<file path="config.mk">
export PLATFORM = sky130hd
export DESIGN_NAME = clock_monitor
export DESIGN_NICKNAME = d
export VERILOG_FILES = /design/src/rtl/clock_monitor_pkg.sv /design/src/rtl/clock_monitor_edge.sv /design/src/rtl/clock_monitor.sv
export SDC_FILE = /design/constraint.sdc
export NUM_CORES = 1
export LEC_CHECK = 0
export BUFFER_PORTS_ARGS = -buffer_cell sky130_fd_sc_hd__buf_4
export CORE_MARGIN = 2
export CORE_UTILIZATION = 38
export DETAILED_ROUTE_END_ITERATION = 8
export GPL_TIMING_DRIVEN = 0
export SLEW_MARGIN = 20
export SYNTH_ARGS = -nofsm -noshare
export SYNTH_HDL_FRONTEND = slang
export SYNTH_SLANG_ARGS = --single-unit
</file>
<file path="constraint.sdc">
create_clock -name i_clk -period 3.5 [get_ports i_clk]
set_input_delay 0.35 -clock i_clk [delete_from_list [all_inputs] [get_ports i_clk]]
set_output_delay 0.35 -clock i_clk [all_outputs]
set_load 0.01 [all_outputs]
</file>
<file path="src/rtl/clock_monitor_pkg.sv">
// Purpose : shared types and constants for the clock_monitor slice.
// Latency : n/a (package only).
// Backpressure: n/a (package only).
//
// Contents: FSM state enum, default configuration, derived tolerance
// bounds and helpers so overridden instances derive the same quantities.
package clock_monitor_pkg;

    typedef enum logic [1:0] {
        ST_IDLE = 2'd0,
        ST_ACQ  = 2'd1,
        ST_LOCK = 2'd2
    } state_t;

    // Default configuration of the monitor.
    localparam int DEF_EXP_PERIOD = 8;
    localparam int DEF_TOL        = 1;
    localparam int DEF_LOCK_CNT   = 4;
    localparam int DEF_CNT_W      = 16;

    // Acceptance window and good-counter width for the default build.
    localparam int PER_MIN = DEF_EXP_PERIOD - DEF_TOL;
    localparam int PER_MAX = DEF_EXP_PERIOD + DEF_TOL;
    localparam int GOOD_W  = $clog2(DEF_LOCK_CNT + 1);

    // Same derivations for instances with overridden parameters.
    function automatic int per_min(input int exp_period, input int tol);
        return exp_period - tol;
    endfunction

    function automatic int per_max(input int exp_period, input int tol);
        return exp_period + tol;
    endfunction

    function automatic int good_w(input int lock_cnt);
        return $clog2(lock_cnt + 1);
    endfunction

endpackage

</file>
<file path="src/rtl/clock_monitor_edge.sv">
// Purpose : rising-edge detector for the monitored signal, optional 2-flop sync.
// Latency : o_edge is combinational from the sampled signal; +2 cycles when
//           CLOCK_MONITOR_SYNC_EN is defined. No backpressure (free-running).
//
// Ports: i_clk, i_rst_n (async, active-low), i_sig (monitored input),
//        o_edge (1-cycle pulse per rising edge).
// The delay flop resets to 0, so a signal already high out of reset is
// reported as an edge.
module clock_monitor_edge (
    input  logic i_clk,
    input  logic i_rst_n,
    input  logic i_sig,
    output logic o_edge
);

    logic sig_s;
    logic sig_d;

`ifdef CLOCK_MONITOR_SYNC_EN
    logic sig_m;

    always_ff @(posedge i_clk or negedge i_rst_n) begin
        if (!i_rst_n) begin
            sig_m <= 1'b0;
            sig_s <= 1'b0;
        end else begin
            sig_m <= i_sig;
            sig_s <= sig_m;
        end
    end
`else
    // Source is synchronous to i_clk; feed it straight in.
    assign sig_s = i_sig;
`endif

    always_ff @(posedge i_clk or negedge i_rst_n) begin
        if (!i_rst_n) begin
            sig_d <= 1'b0;
        end else begin
            sig_d <= sig_s;
        end
    end

    assign o_edge = sig_s & ~sig_d;

endmodule

</file>
<file path="src/rtl/clock_monitor.sv">
// Purpose : measures the period of i_sig in i_clk cycles, qualifies it (lock),
//           flags fast/slow/stalled inputs.
// Latency : all outputs registered, visible the cycle after the edge cycle.
//           No backpressure: reports are pulses that must be consumed on arrival.
//
// Ports: i_clk, i_rst_n (async, active-low), i_sig (monitored signal),
//        o_period / o_period_vld (measured period + 1-cycle strobe),
//        o_lock (level, high while qualified), o_err_fast / o_err_slow (pulses).
// Build option: CLOCK_MONITOR_SYNC_EN adds a 2-flop synchroniser on i_sig.
module clock_monitor
    import clock_monitor_pkg::*;
#(
    parameter int EXP_PERIOD = DEF_EXP_PERIOD,
    parameter int TOL        = DEF_TOL,
    parameter int LOCK_CNT   = DEF_LOCK_CNT,
    parameter int CNT_W      = DEF_CNT_W
) (
    input  logic             i_clk,
    input  logic             i_rst_n,
    input  logic             i_sig,
    output logic [CNT_W-1:0] o_period,
    output logic             o_period_vld,
    output logic             o_lock,
    output logic             o_err_fast,
    output logic             o_err_slow
);

    localparam int              GW      = good_w(LOCK_CNT);
    localparam logic [CNT_W-1:0] MIN_C  = CNT_W'(per_min(EXP_PERIOD, TOL));
    localparam logic [CNT_W-1:0] MAX_C  = CNT_W'(per_max(EXP_PERIOD, TOL));
    localparam logic [GW-1:0]    LOCK_C = GW'(LOCK_CNT);

    logic             edge_vld;
    state_t           state;
    logic [CNT_W-1:0] cnt;
    logic [GW-1:0]    good;
    logic [CNT_W-1:0] period;
    logic [GW-1:0]    good_inc;
    logic             per_fast;
    logic             per_slow;

    clock_monitor_edge u_edge (
        .i_clk   (i_clk),
        .i_rst_n (i_rst_n),
        .i_sig   (i_sig),
        .o_edge  (edge_vld)
    );

    // cnt counts cycles since the previous edge, so the edge cycle itself adds one.
    assign period   = cnt + CNT_W'(1);
    assign good_inc = good + GW'(1);
    assign per_fast = (period < MIN_C);
    assign per_slow = (period > MAX_C);

    always_ff @(posedge i_clk or negedge i_rst_n) begin
        if (!i_rst_n) begin
            state        <= ST_IDLE;
            cnt          <= '0;
            good         <= '0;
            o_period     <= '0;
            o_period_vld <= 1'b0;
            o_lock       <= 1'b0;
            o_err_fast   <= 1'b0;
            o_err_slow   <= 1'b0;
        end else begin
            o_period_vld <= 1'b0;
            o_err_fast   <= 1'b0;
            o_err_slow   <= 1'b0;

            case (state)
                ST_IDLE: begin
                    // First edge only sets the reference; there is no period yet.
                    cnt <= '0;
                    if (edge_vld) begin
                        state <= ST_ACQ;
                        good  <= '0;
                    end
                end

                ST_ACQ, ST_LOCK: begin
                    if (edge_vld) begin
                        // An edge coinciding with the timeout count lands here as a
                        // slow period, keeping the monitor in ACQ rather than IDLE.
                        cnt          <= '0;
                        o_period     <= period;
                        o_period_vld <= 1'b1;
                        if (per_fast || per_slow) begin
                            o_err_fast <= per_fast;
                            o_err_slow <= per_slow;
                            good       <= '0;
                            state      <= ST_ACQ;
                            o_lock     <= 1'b0;
                        end else if (state == ST_ACQ) begin
                            good <= good_inc;
                            if (good_inc == LOCK_C) begin
                                state  <= ST_LOCK;
                                o_lock <= 1'b1;
                            end
                        end
                        // Good period in LOCK: good is already saturated, nothing moves.
                    end else if (cnt == MAX_C) begin
                        // Input stalled: the next edge could only be too late.
                        cnt        <= '0;
                        good       <= '0;
                        o_err_slow <= 1'b1;
                        o_lock     <= 1'b0;
                        state      <= ST_IDLE;
                    end else begin
                        cnt <= cnt + CNT_W'(1);
                    end
                end

                default: begin
                    cnt    <= '0;
                    good   <= '0;
                    o_lock <= 1'b0;
                    state  <= ST_IDLE;
                end
            endcase
        end
    end

endmodule

</file>
## Word-level counts from Yosys, hierarchy flattened

Index checks and enable logic that the tools add are counted.

- Add/subtract/negate cells: 2
- Order comparisons: 2
- Eq/ne operators: 8
- Multiplexer cells: 31
- Bitwise logic cells: 3
- Reduce and logical (&&, ||, !) cells: 7

Operators with widths:

| kind | number |
|---|---|
| 16-bit 2-to-1 mux | 3 |
| 16-bit by 1-bit adder with 16-bit output (second input constant) | 1 |
| 16-bit by 4-bit equality test with 1-bit output (second input constant) | 1 |
| 16-bit by 4-bit > comparator with 1-bit output (second input constant) | 1 |
| 16-bit by 3-bit < comparator with 1-bit output (second input constant) | 1 |
| 3-bit 2-to-1 mux | 5 |
| 1-bit 2-to-1 mux | 14 |
| 2-bit 2-to-1 mux | 6 |
| 4-bit inequality test (second input constant) | 2 |
| 4-bit AND reduction | 2 |
| 3-bit one-hot mux with 2 select lines | 1 |
| 2-bit one-hot mux with 2 select lines | 1 |
| 3-bit by 1-bit adder with 3-bit output (second input constant) | 1 |
| 3-bit equality test (second input constant) | 1 |
| 3-bit inequality test (second input constant) | 1 |
| 3-bit AND reduction | 1 |
| 2-bit by 1-bit equality test with 1-bit output (second input constant) | 1 |
| 2-bit equality test (second input constant) | 1 |
| 2-bit logical NOT | 1 |
| 2-bit inequality test (second input constant) | 1 |
| 1-bit NOT | 2 |
| 1-bit one-hot mux with 2 select lines | 1 |
| 2-bit AND reduction | 1 |
| 2-bit OR reduction | 1 |
| 2 further kinds | 2 |

- Flip-flop bits (word level): 42
- Input bits: 3
- Output and inout port bits: 20

## Longest topological paths before layout

Gate-level depths: netlist of the first run.

- Depth in word-level cells: 7
- Depth in mapped cells: 10
- Mapped depth without buffers: 8

## Hierarchy

A second synthesis of the first run with hierarchy kept.

- Cell total of the unflattened synthesis: 227
- Area total of the unflattened synthesis: 2263.4 um^2

Modules (own cells, without submodules):

| module | instances | cells each | area each (um^2) |
|---|---|---|---|
| clock_monitor | 1 | 225 | 2224.6 |
| clock_monitor_edge | 1 | 2 | 38.8 |

## Worst setup path after synthesis of the first run

OpenSTA, ideal clock, no wires.

- Path type: reg2reg
- From: register cnt[0]
- To: register o_err_slow
- Arrival: 2458 ps
- Setup slack: 922 ps
- Cell stages (with the launch flop): 10
- Cell sequence: dfrtp_1 ha_1 buf_6 and3_4 buf_6 or3_1 a211oi_2 o221ai_2 or4_1 and3_1

- Longest elaborated chain between the ends: 6

RTL lines:

| item | RTL line | text |
|---|---|---|
| start: declaration | clock_monitor.sv:35 | `logic [CNT_W-1:0] cnt;` |
| start signal: assignment | clock_monitor.sv:109 | `cnt <= cnt + CNT_W'(1);` |
| 16-bit by 1-bit adder with 16-bit output | clock_monitor.sv:50 | `assign period = cnt + CNT_W'(1);` |
| 16-bit by 3-bit < comparator with 1-bit output or 16-bit by 4-bit > comparator with 1-bit output (tied branches) | clock_monitor.sv:52, clock_monitor.sv:53 |  |
| 1-bit logical OR | clock_monitor.sv:87 | `if (per_fast \|\| per_slow) begin` |
| 1-bit 2-to-1 mux | clock_monitor.sv:87 |  |
| 1-bit 2-to-1 mux * | clock_monitor.sv:81 | `if (edge_vld) begin` |
| 1-bit 2-to-1 mux * | clock_monitor.sv:70 | `case (state)` |
| end signal: assignment | clock_monitor.sv:89 | `o_err_slow <= per_slow;` |
| end: declaration | clock_monitor.sv:25 | `output logic o_err_slow` |

Mark *: on every way between the ends. The rest lies on a longest branch, timed or not.
A chain may end at the register's enable or synchronous reset.

## Worst setup path after layout of the first run

- From: register cnt[0]
- To: register good[2]

- Longest elaborated chain between the ends: 6

RTL lines:

| item | RTL line | text |
|---|---|---|
| 16-bit by 1-bit adder with 16-bit output | clock_monitor.sv:50 |  |
| 16-bit by 3-bit < comparator with 1-bit output or 16-bit by 4-bit > comparator with 1-bit output (tied branches) | clock_monitor.sv:52, clock_monitor.sv:53 |  |
| 1-bit logical OR | clock_monitor.sv:87 |  |
| 3-bit 2-to-1 mux | clock_monitor.sv:87 |  |
| 3-bit 2-to-1 mux | clock_monitor.sv:81 |  |
| 3-bit one-hot mux with 2 select lines | clock_monitor.sv:70 |  |
| end signal: assignment | clock_monitor.sv:94 | `good <= good_inc;` |
| end: declaration | clock_monitor.sv:36 | `logic [GW-1:0] good;` |

Parallel ways exist; a longest one is shown, timed or not.

==> qor.txt, run 1 <==
Initial DRT Pass Iterations: 4
final hold violation count: 0
crit path max-delay cell type: dfrtp_1
Clock transition at path regs: 0.08 ns
TritonCTS Buffers: 5
Reg2Reg Depth: 10
FMAX: 348.7 MHz
Logic pwr share: 23.2%
largest net degree at the start of global routing: 43
peak supply drop: 0.1785 mV
Post-Syn Instances: 226
Worst Setup End Kind: flip-flop
RSZ-0062 raised after global routing: no
mux share of post-synthesis cell area: 0.5039%
clock sink total: 42
initial core utilization: 39.85%
Synth Cell Area: 2235 sq um
Final Max Tran Viols: 0
Top Family by Delay on Critical Path: simple AND/OR/NAND/NOR gates
crit path max fanout: 10
GRT Total Usage: 16.00%
WP depth: 10
CTS resizes: 0
root buf cell: clkbuf_8
total grt overflow: 0
simple-gate portion of the synthesized area: 23.91%
number of fill cells: 565
post-synth top area cell: dfrtp_1
Setup crit start kind: flip-flop
cell mode on critical path: buf_6
CP max stage delay: 0.46 ns
top layer in use: met4
WL met2: 2116 um
CTS tree: built
Compound-Gate Fraction of Synth Area: 12.60%
synth top area cells: dfrtp_1 (47%), ha_1 (5.0%), o21ai_0 (4.9%)
leak pwr: 1.183 nW
crit path time final: 2.868 ns
Hold Crit Class: in -> async
Total Power: 1.206 mW
htree depth: 2
max_cap viols: 0
most frequent cells after synthesis: dfrtp_1 (42), nand2_1 (26), o21ai_0 (22)
final worst path period share: 81.94%
total number of vias: 1689
postcts setup bufs: 0
top cell type's share of synthesized area: 47.03%
layout cells sized above 1: 20.70%
Die Wd: 80.69 um
setup TNS: 0 ns
Least-Margin Pin Slew: 0.7859 ns
initial antenna violation count: 0
Setup Skew: 0.006296 ns
Final setup viols: 0
DRC Markers: 0
Slew HR: 47.37%
Seq pwr share: 45.4%
die area: 6510 sq um
register area share after synthesis: 47.03%
number of global-route vias before repair: 1691
Net Sw Frac: 30.24%
fin nets: 267
row count: 27
WP buf/inv: 2
drt wl/cell: 14.07 um
# hold bufs at CTS: 0
core area: 5608 sq um
most frequent cell after synthesis: dfrtp_1
Internal Power: 0.8410 mW
Starting DRT DRC Count: 77
status: finished, final reports clean
Yosys Warn Count: 0
Synth Area per Inst: 9.888 sq um
clock network power share: 31.4%
Critical Path RT: 3.74 ns
Worst-Skew Late Latency: 0.29 ns
largest family of logic cells by synthesized area: simple AND/OR/NAND/NOR gates
Data arrival, critical path: 3.11 ns
xor-xnor portion of the synthesized cell area: 6.271%
final wirelength: 4616 um
Synth Net Count: 238
Die Y-Extent: 80.69 um
Post-Synth Adder-Cell Area: 5.039%
Routed Antenna Nets: 0
first-pass GRT wire length: 8004 um
num ports: 23
met3 wire length: 119 um
maximum clock insertion buffer count: 2
switching pwr: 0.3645 mW
Yosys cell types: 47
met1 WL: 2332 um
area grow syn2layout: 16.29%
Routability Congestion: 0.8281
antenna fix cells: 0
Post-synth EDFFs: 0
worst path cell trace: ha_1 -> buf_6 -> and3_4 -> buf_6 -> or3_1 -> a211oi_2 -> o221ai_2 -> nor4_4 -> nor4b_2 -> a21o_1
via/cell ratio: 5.149
Main synth FF type: dfrtp_1
Crit Path Class: reg -> reg
pwr dens: 463.9 nW/um^2
HPWL Detailed: 3346 um
Buffers on Ports: 22
Post-synth ARST share: 100.0%
Yosys reg bits: 42
-- power by group through the flow --
stage	sequential (mW)	clock (mW)	combinational, mW
after global placement	0.558	0	0.280
final	0.547	0.378	0.280
after global routing	0.554	0.407	0.325
after floorplan	0.561	0	0.182
after CTS	0.548	0.390	0.286
after detailed placement	0.558	0	0.282
-- sequential cells by signal (all words and copies together) (netlist names) --
signal and cells:
o_err_slow 1, u_edge.sig_d 1, o_err_fast 1, cnt 16, state 2, o_period_vld 1, o_period 16, good 3
o_lock 1
-- area by class of cell --
type | instances | area [sq um] | share of cell area, %
Buffer | 11 | 73.82 | 2.841
Clock buffer | 5 | 68.82 | 2.648
Clock inverter | 3 | 40.04 | 1.541
Inverter | 8 | 30.03 | 1.156
Multi-Input combinational cell | 165 | 1080 | 41.55
Sequential cell | 42 | 1051 | 40.44
Tap cell | 72 | 90.09 | 3.467
Timing Repair Buffer | 22 | 165.2 | 6.355
-- final timing paths --
path	startpoint	end	slack, ns
worst min register to register	o_period[2]	o_period[2]	0.48
min in group i_clk	i_sig	u_edge.sig_d	0.18
worst max register to register	cnt[0]	good[2]	0.63
worst min-delay path	i_rst_n	o_period[14]	0.03
max in group asynchronous	i_rst_n	cnt[2]	3.09
worst max-delay path	cnt[0]	good[2]	0.63
-- metal layers --
layer	track usage, %	vias up
met1	21.76	827
li1	-	832
met5	0	-
met2	25.42	26
met3	3.034	4
met4	5.593	0
-- metrics by stage --
step	instances	util [%]	setup WS (ns)	hold WS [ns]	cell area, sq um
finish	328	46.34	0.6320	0.03380	2599
global route	328	46.34	0.3744	0.07196	2599
CTS	328	46.34	0.6146	0.05066	2599
detailed placement	320	44.40	0.6420	0.3721	2490
global placement	320	44.40	0.6408	0.3726	2490
floorplan	226	-	0.9223	0.05441	2235
-- cell usage in the layout, fill, tap and decap left out, drive strengths merged, types with 2 or more instances in the layout --
cell type | Yosys | final
dfrtp | 42 | 42
buf | 6 | 28
nand2 | 26 | 26
o21ai | 22 | 22
nor2 | 20 | 20
nand3 | 12 | 12
xor2 | 10 | 10
clkbuf | 5 | 10
ha | 9 | 9
inv | 8 | 8
nor3 | 8 | 8
nand4 | 6 | 6
xnor2 | 6 | 6
nand2b | 4 | 4
and2b | 3 | 3
o21a | 3 | 3
or3 | 3 | 3
and3 | 3 | 3
and4 | 3 | 3
a21o | 3 | 3
o211ai | 2 | 2
a21oi | 2 | 2
nand3b | 2 | 2
clkinv | 0 | 2
nor4 | 2 | 2
and2 | 2 | 2
a211oi | 2 | 2
o31ai | 2 | 2
-- cell families after synthesis --
| kind of cell | Yosys count |
|---|---|
| adder cells (fa/ha/maj) | 9 |
| AO/OA/AOI/OAI | 41 |
| flip-flops | 42 |
| multiplexers | 1 |
| XOR/XNOR | 16 |
| buffers and inverters | 19 |
| AND/OR/NAND/NOR | 98 |
-- worst register-to-register path: cells and delay by family (launching register included) --
kind	cells	cell delay [ns]
buffers and inverters	2	0.27
adder cells (fa/ha/maj)	1	0.24
AO/OA/AOI/OAI	3	0.62
AND/OR/NAND/NOR	4	1.23
flip-flops	1	0.46
(Power assumes the default switching activity.)
==> run 2, diff against run 1 <==
--- a/config.mk
+++ b/config.mk
@@ -5,6 +5,7 @@
 export SDC_FILE = /design/constraint.sdc
 export NUM_CORES = 1
 export LEC_CHECK = 0
+export ABC_AREA = 1
 export BUFFER_PORTS_ARGS = -buffer_cell sky130_fd_sc_hd__buf_4
 export CORE_MARGIN = 2
 export CORE_UTILIZATION = 38
==> constraint.sdc (replaced) <==
create_clock -name i_clk -period 2.92 [get_ports i_clk]
set_input_delay 0.292 -clock i_clk [delete_from_list [all_inputs] [get_ports i_clk]]
set_output_delay 0.292 -clock i_clk [all_outputs]
set_load 0.01 [all_outputs]
==> run 2 against run 1 <==
  * First-iteration DRC count is 87% higher
  * Flip-flop and latch count stayed put
  * Combinational power is 25% higher
  * Register-to-register slack worse by 0.098 ns
  * Count of clock-buffer cells in the layout is 2 higher
  * Total power is 23% higher
  * Via count is 16% higher
  * Setup slack worse by 0.098 ns
  * Global-route usage is 1.1 points higher
  * Final cell count is 23% higher
  * Critical endpoint is now state[1]
==> qor.txt, run 2 <==
Critical path origin: cnt[0]
first-pass GRT wire length: 8659 um (+8.2%)
post-synth top area cell: dfrtp_1
crit path time final: 2.386 ns (-0.4823 ns)
Post-synth ARST share: 100.0% (unchanged)
Slew HR: 64.52% (+17 points)
initial core utilization: 38.90% (-0.95 points)
Main synth FF type: dfrtp_1
most frequent cells in the layout: nand2_1 (92), dfrtp_1 (42), nor2_1 (35), inv_1 (33), nand3_1 (24)
Final Max Tran Viols: 0 (unchanged)
Synth Cell Area: 2276 sq um (+1.8%)
num ports: 23 (unchanged)
core area: 5851 sq um (+4.3%)
Worst Min Path Start: i_sig
clock sink total: 42 (unchanged)
Largest regs: cnt (16), o_period (16), good (3)
most frequent cell after synthesis: nand2_1
RSZ-0062 raised after global routing: no
Net Sw Frac: 31.95% (+1.7 points)
FMAX: 419.2 MHz (+20%)
largest family of logic cells by synthesized area: simple AND/OR/NAND/NOR gates
TritonCTS Buffers: 5 (unchanged)
maximum clock insertion buffer count: 2 (unchanged)
Least-Margin Pin Slew: 0.5322 ns (-0.2537 ns)
most frequent cells after synthesis: nand2_1 (92), dfrtp_1 (42), nor2_1 (35)
Yosys cell types: 25 (-47%)
synth top area cells: dfrtp_1 (46%), nand2_1 (15%), nor2_1 (5.8%)
max_cap viols: 0 (unchanged)
initial antenna violation count: 0 (unchanged)
Post-synth EDFFs: 0 (unchanged)
Compound-Gate Fraction of Synth Area: 4.508% (-8.1 points)
total grt overflow: 0 (unchanged)
Critical Path RT: 3.10 ns (-0.64 ns)
antenna fix cells: 0 (unchanged)
Total Power: 1.480 mW (+23%)
Non-Filler Instances: 402 (+23%)
status: finished, final reports clean
leak pwr: 1.328 nW (+12%)
Clock transition at path regs: 0.08 ns (about the same)
row count: 28 (+3.7%)
clock network power share: 30.9% (-0.5 points)
Synth Net Count: 308 (+29%)
Post-Synth Adder-Cell Area: 4.948% (-0.091 points)
GRT Total Usage: 17.10% (+1.1 points)
die area: 6624 sq um (+1.8%)
pwr dens: 558.3 nW/um^2 (+20%)
postcts setup bufs: 0 (unchanged)
final worst slack: 0.5343 ns (-0.09772 ns)
most common cell after layout, fill and taps aside: nand2_1
simple-gate portion of the synthesized area: 37.55% (+14 points)
Setup Skew: 0.005934 ns (-0.0003617 ns)
Setup crit start kind: flip-flop
Logic pwr share: 23.7% (+0.5 points)
CTS tree: built
Die Y-Extent: 81.39 um (+0.87%)
switching pwr: 0.4729 mW (+30%)
total number of vias: 1954 (+16%)
Hold Crit Class: in -> reg
Routed Antenna Nets: 0 (unchanged)
largest net degree at the start of global routing: 43 (unchanged)
Yosys Warn Count: 0 (unchanged)
number of global-route vias before repair: 1826 (+8.0%)
Synth Area per Inst: 7.689 sq um (-22%)
DRC Markers: 0 (unchanged)
mux share of post-synthesis cell area: 0% (-0.50 points)
Routability Congestion: 0.8942 (+8.0%)
htree depth: 2 (unchanged)
final core utilization: 45.32% (-1.0 points)
Initial DRT Pass Iterations: 4 (unchanged)
placed instance count: 393 (+23%)
RR Startpoint: cnt[0]
Seq pwr share: 45.5% (about the same)
root buf cell: clkbuf_8
register area share after synthesis: 46.18% (-0.85 points)
crit path max fanout: 6 (-4)
area grow syn2layout: 16.49%
Data arrival, critical path: 2.57 ns (-0.54 ns)
fin nets: 338 (+27%)
xor-xnor portion of the synthesized cell area: 0.3848% (-5.9 points)
drt wl/cell: 12.77 um (-9.2%)
Post-Syn Instances: 296 (+31%)
Starting DRT DRC Count: 144 (+87%)
Final setup viols: 0 (unchanged)
Buffers on Ports: 22 (unchanged)
Worst Setup End Kind: flip-flop
final worst path period share: 81.70% (-0.24 points)
HPWL Detailed: 3853 um (+15%)
Internal Power: 1.007 mW (+20%)
layout cells sized above 1: 14.07% (-6.6 points)
Yosys reg bits: 42 (unchanged)
via/cell ratio: 4.861 (-5.6%)
peak supply drop: 0.2333 mV (+31%)
top cell type's share of synthesized area: 46.18% (-0.85 points)
final wirelength: 5135 um (+11%)
final hold violation count: 0 (unchanged)
Die Wd: 81.39 um (+0.87%)
setup TNS: 0 ns (unchanged)
Worst-Skew Late Latency: 0.29 ns (about the same)
Crit Path Class: reg -> reg
CTS resizes: 0 (unchanged)
DP Worst Slack: 0.5240 ns (-0.1180 ns)
-- run 2: cell count changes after synthesis, sizes merged, moves of 6 or more --
cell   before  now
nand4       6   13
inv         8   34
nand2      26   96
xor2       10    0
buf         6    0
nor2       20   44
nand3      12   25
-- run 2: cell families (layout without fill, tap and decap cells) --
family	Yosys count	count (layout)
buffers and inverters	39	70
XOR/XNOR	1	1
adder cells (fa/ha/maj)	9	9
AO/OA/AOI/OAI	20	20
AND/OR/NAND/NOR	185	185
flip-flops	42	42
-- run 2: worst paths after layout --
check                           slack (ns)      endpoint  cells past startpoint
max in group asynchronous             2.03        cnt[9]                      2
worst max register to register        0.53      state[1]                     14
worst max-delay path                  0.53      state[1]                     14
worst min-delay path                  0.11  u_edge.sig_d                      1
worst min register to register        0.49        o_lock                      2
min in group asynchronous             0.52   o_period[6]                      2
-- run 2: power by group through the flow --
stage | clock, mW | combinational [mW] | sequential (mW)
2_1_floorplan | 0 | 0.215 | 0.690
3_3_place_gp | 0 | 0.353 | 0.683
3_5_place_dp | 0 | 0.354 | 0.685
4_1_cts | 0.465 | 0.357 | 0.673
5_1_grt | 0.493 | 0.395 | 0.681
6_report | 0.457 | 0.350 | 0.673
-- run 2: area by class of cell --
type	instances	area [sq um]
clock inverters	1	30.03
repair buffers	23	175.2
well taps	75	93.84
plain buffers	4	15.01
multi-input cells	215	1079
inverters	35	131.4
fillers	606	3199
flip-flops and latches	42	1051
clock buffers	7	76.32
-- run 2: worst max-delay path, stage by stage (launching register included) --
cell     delay [ns]
dfrtp_1        0.44
ha_1           0.25
nand2_2        0.14
nor2_2         0.24
nand3_1        0.13
nand2_1        0.07
nand2_1        0.07
nor2_1         0.10
nand3_1        0.07
nor2_1         0.18
nand4_1        0.15
nand3_1        0.21
nor2_1         0.09
nand2_1        0.07
nand2_1        0.06
-- run 2: repair_timing --
item                                    in CTS  in global routing
hold buffers                                 1                  0
endpoints found under the hold margin       12                  0
endpoints found under the setup margin       0                  0
-- run 2: through the flow --
stage | instance area [sq um] | hold slack [ns]
3_5_place_dp | 2535 | 0.3172
2_1_floorplan | 2276 | -0.003591
4_1_cts | 2651 | 0.1022
3_3_place_gp | 2535 | 0.3184
6_report | 2651 | 0.1083
5_1_grt | 2651 | 0.09485
-- run 2: routing by layer --
metal / global-route usage [%] / routed length, um
met1: 23.01 / 2440
met2: 28.11 / 2503
met3: 3.111 / 134
met4: 4.915 / 57
met5: 0 / 0
==> run 3, diff against run 2 <==
==> constraint.sdc (replaced) <==
create_clock -name i_clk -period 2.19 [get_ports i_clk]
set_input_delay 0.219 -clock i_clk [delete_from_list [all_inputs] [get_ports i_clk]]
set_output_delay 0.219 -clock i_clk [all_outputs]
set_load 0.01 [all_outputs]
==> run 3 against run 2 <==
  * Total power increased by 46%
  * Highest routed layer unchanged
  * First-iteration DRC count is 31% higher
  * Critical path type unchanged
  * Final area increased by 8.6%
  * Flip-flop and latch count unchanged
  * Clock power rose by 35%
==> qor.txt, run 3 (synthesis gave the netlist of run 2 again) <==
FMAX: 467.2 MHz (+11%)
Setup Skew: 0.005411 ns (-0.0005225 ns)
Least-Margin Pin Slew: 0.5367 ns (+0.004481 ns)
initial core utilization: 38.90% (unchanged)
pwr dens: 751.5 nW/um^2 (+35%)
root buf cell: clkbuf_8
final core utilization: 49.21% (+3.9 points)
Die Y-Extent: 81.39 um (unchanged)
final wirelength: 5641 um (+9.9%)
placed instance count: 393 (unchanged)
die area: 6624 sq um (unchanged)
Clock transition at path regs: 0.08 ns (about the same)
fin nets: 351 (+3.8%)
Starting DRT DRC Count: 189 (+31%)
switching pwr: 0.7175 mW (+52%)
Largest regs: cnt (16), o_period (16), good (3)
row count: 28 (unchanged)
area of the multi-input gates: 1191 sq um (+10%)
DRC Markers: 0 (unchanged)
antenna fix cells: 0 (unchanged)
Fin Hold WS: 0.02749 ns (-0.08077 ns)
CTS tree: built
core area: 5851 sq um (unchanged)
number of fill cells: 574 (-5.3%)
peak supply drop: 0.3122 mV (+34%)
crit path time final: 2.140 ns (-0.2453 ns)
CP max stage delay: 0.43 ns (about the same)
Crit Path Class: reg -> reg
Slew HR: 64.22% (-0.30 points)
crit path max fanout: 5 (-1)
Critical Path RT: 2.43 ns (-0.67 ns)
Final setup viols: 0 (unchanged)
Routability Congestion: 0.8942 (unchanged)
worst path cell trace: buf_6 -> clkinvlp_4 -> nor2_4 -> buf_6 -> nand3_2 -> nand2_1 -> nand2_1 -> nor2_1 -> nand3_1 -> nor2_2 -> nand4_1 -> nand3_2 -> buf_4 -> nand2_1 -> nand2_1
number of global-route vias before repair: 1839 (+0.71%)
storage element area: 1060 sq um (+0.83%)
Data arrival, critical path: 2.38 ns (-0.19 ns)
Initial DRT Pass Iterations: 4 (unchanged)
via/cell ratio: 4.945 (+1.7%)
crit path max-delay cell type: dfrtp_2
total number of vias: 2052 (+5.0%)
most frequent cells in the layout: nand2_1 (86), dfrtp_1 (35), inv_1 (32), buf_4 (31), nor2_1 (30)
area grow syn2layout: 26.50%
clock sink total: 42 (unchanged)
Seq pwr share: 41.9% (-3.6 points)
Buffers on Ports: 22 (unchanged)
clock network power share: 28.6% (-2.3 points)
RSZ-0062 raised after global routing: yes
most common cell after layout, fill and taps aside: nand2_1
Worst Setup End Kind: flip-flop
Non-Filler Instances: 415 (+3.2%)
GRT met1 Usage: 24.15% (+1.1 points)
Internal Power: 1.446 mW (+44%)
Total Power: 2.164 mW (+46%)
met2 usage: 29.10% (+0.98 points)
GRT Total Usage: 17.72% (+0.62 points)
final worst path period share: 97.74% (+16 points)
GR peak layer: met2
largest net degree at the start of global routing: 43 (unchanged)
htree depth: 2 (unchanged)
status: finished, final reports clean
num ports: 23 (unchanged)
Worst-Skew Late Latency: 0.30 ns (about the same)
Die Wd: 81.39 um (unchanged)
total grt overflow: 0 (unchanged)
leak pwr: 1.419 nW (+6.9%)
layout cells sized above 1: 25.00% (+11 points)
Net Sw Frac: 33.16% (+1.2 points)
maximum clock insertion buffer count: 2 (unchanged)
Final Max Tran Viols: 0 (unchanged)
first-pass GRT wire length: 8956 um (+3.4%)
final hold violation count: 0 (unchanged)
max_cap viols: 0 (unchanged)
Logic pwr share: 29.6% (+5.9 points)
Setup crit start kind: flip-flop
cell mode on critical path: nand2_1
Hold Crit Class: in -> reg
met3 usage: 3.111% (unchanged)
drt wl/cell: 13.59 um (+6.4%)
Routed Antenna Nets: 0 (unchanged)
TritonCTS Buffers: 5 (unchanged)
setup TNS: 0 ns (unchanged)
HPWL Detailed: 3853 um (unchanged)
initial antenna violation count: 0 (unchanged)
-- run 3: changes by cell type in the layout (fill, tap and decap cells not counted), sizes merged --
cell | previous run | this run
buf | 22 | 34
clkinvlp | 0 | 1
nor2 | 44 | 45
clkinv | 1 | 0
-- run 3: final cells by class --
class | count | share of cell area [%]
sequential | 42 | 36.81
inverter | 35 | 4.694
clock inverter | 1 | 1.043
tap | 75 | 3.259
buffer | 4 | 0.5650
clock buffer | 7 | 2.651
timing repair buffer | 35 | 9.605
multi-input combinational | 216 | 41.37
-- run 3: stage by stage --
| step | worst slack [ns] | cell area [sq um] |
|---|---|---|
| finish | 0.04955 | 2879 |
| global route | -0.1262 | 2879 |
| floorplan | 0.2935 | 2276 |
| detailed placement | -0.2060 | 2535 |
| global placement | -0.1314 | 2535 |
| CTS | 0.008655 | 2690 |
-- run 3: power groups by stage --
stage	Sequential, mW	Combinational, mW	Clock [mW]
after floorplan	0.920	0.286	0
after global placement	0.911	0.471	0
after detailed placement	0.913	0.472	0
after CTS	0.898	0.520	0.619
after global routing	0.916	0.702	0.660
final	0.906	0.639	0.619
-- run 3: worst max-delay path, delay by kind of cell, from the launching register on --
kind	cells	cell delay [ns]
DFF	1	0.43
buffers and inverters	4	0.48
and+or+nand+nor	11	1.18
-- run 3: path summary, 6_finish.rpt --
kind	from	to	slack (ns)	cells past startpoint
max in group asynchronous	i_rst_n	cnt[0]	1.36	2
max reg2reg	cnt[0]	good[0]	0.05	15
max	cnt[0]	good[0]	0.05	15
min	i_sig	u_edge.sig_d	0.03	1
min reg2reg	o_lock	o_lock	0.49	2
min in group asynchronous	i_rst_n	o_period[6]	0.44	2
-- run 3: per-layer routing --
| layer | routed length [um] | vias to the layer above |
|---|---|---|
| met5 | 0 | - |
| met4 | 68 | 0 |
| met3 | 204 | 10 |
| met2 | 2797 | 31 |
| met1 | 2571 | 979 |
| li1 | - | 1032 |
-- run 3: what timing repair did --
action / in CTS / in global routing
hold endpoints to repair: 42 / 0
hold buffers: 1 / 0
buffers inserted: 3 / 9
pin swaps: 2 / 19
gates resized for setup: 5 / 34
endpoints found under the setup margin: 7 / 33
cloned: 0 / 1
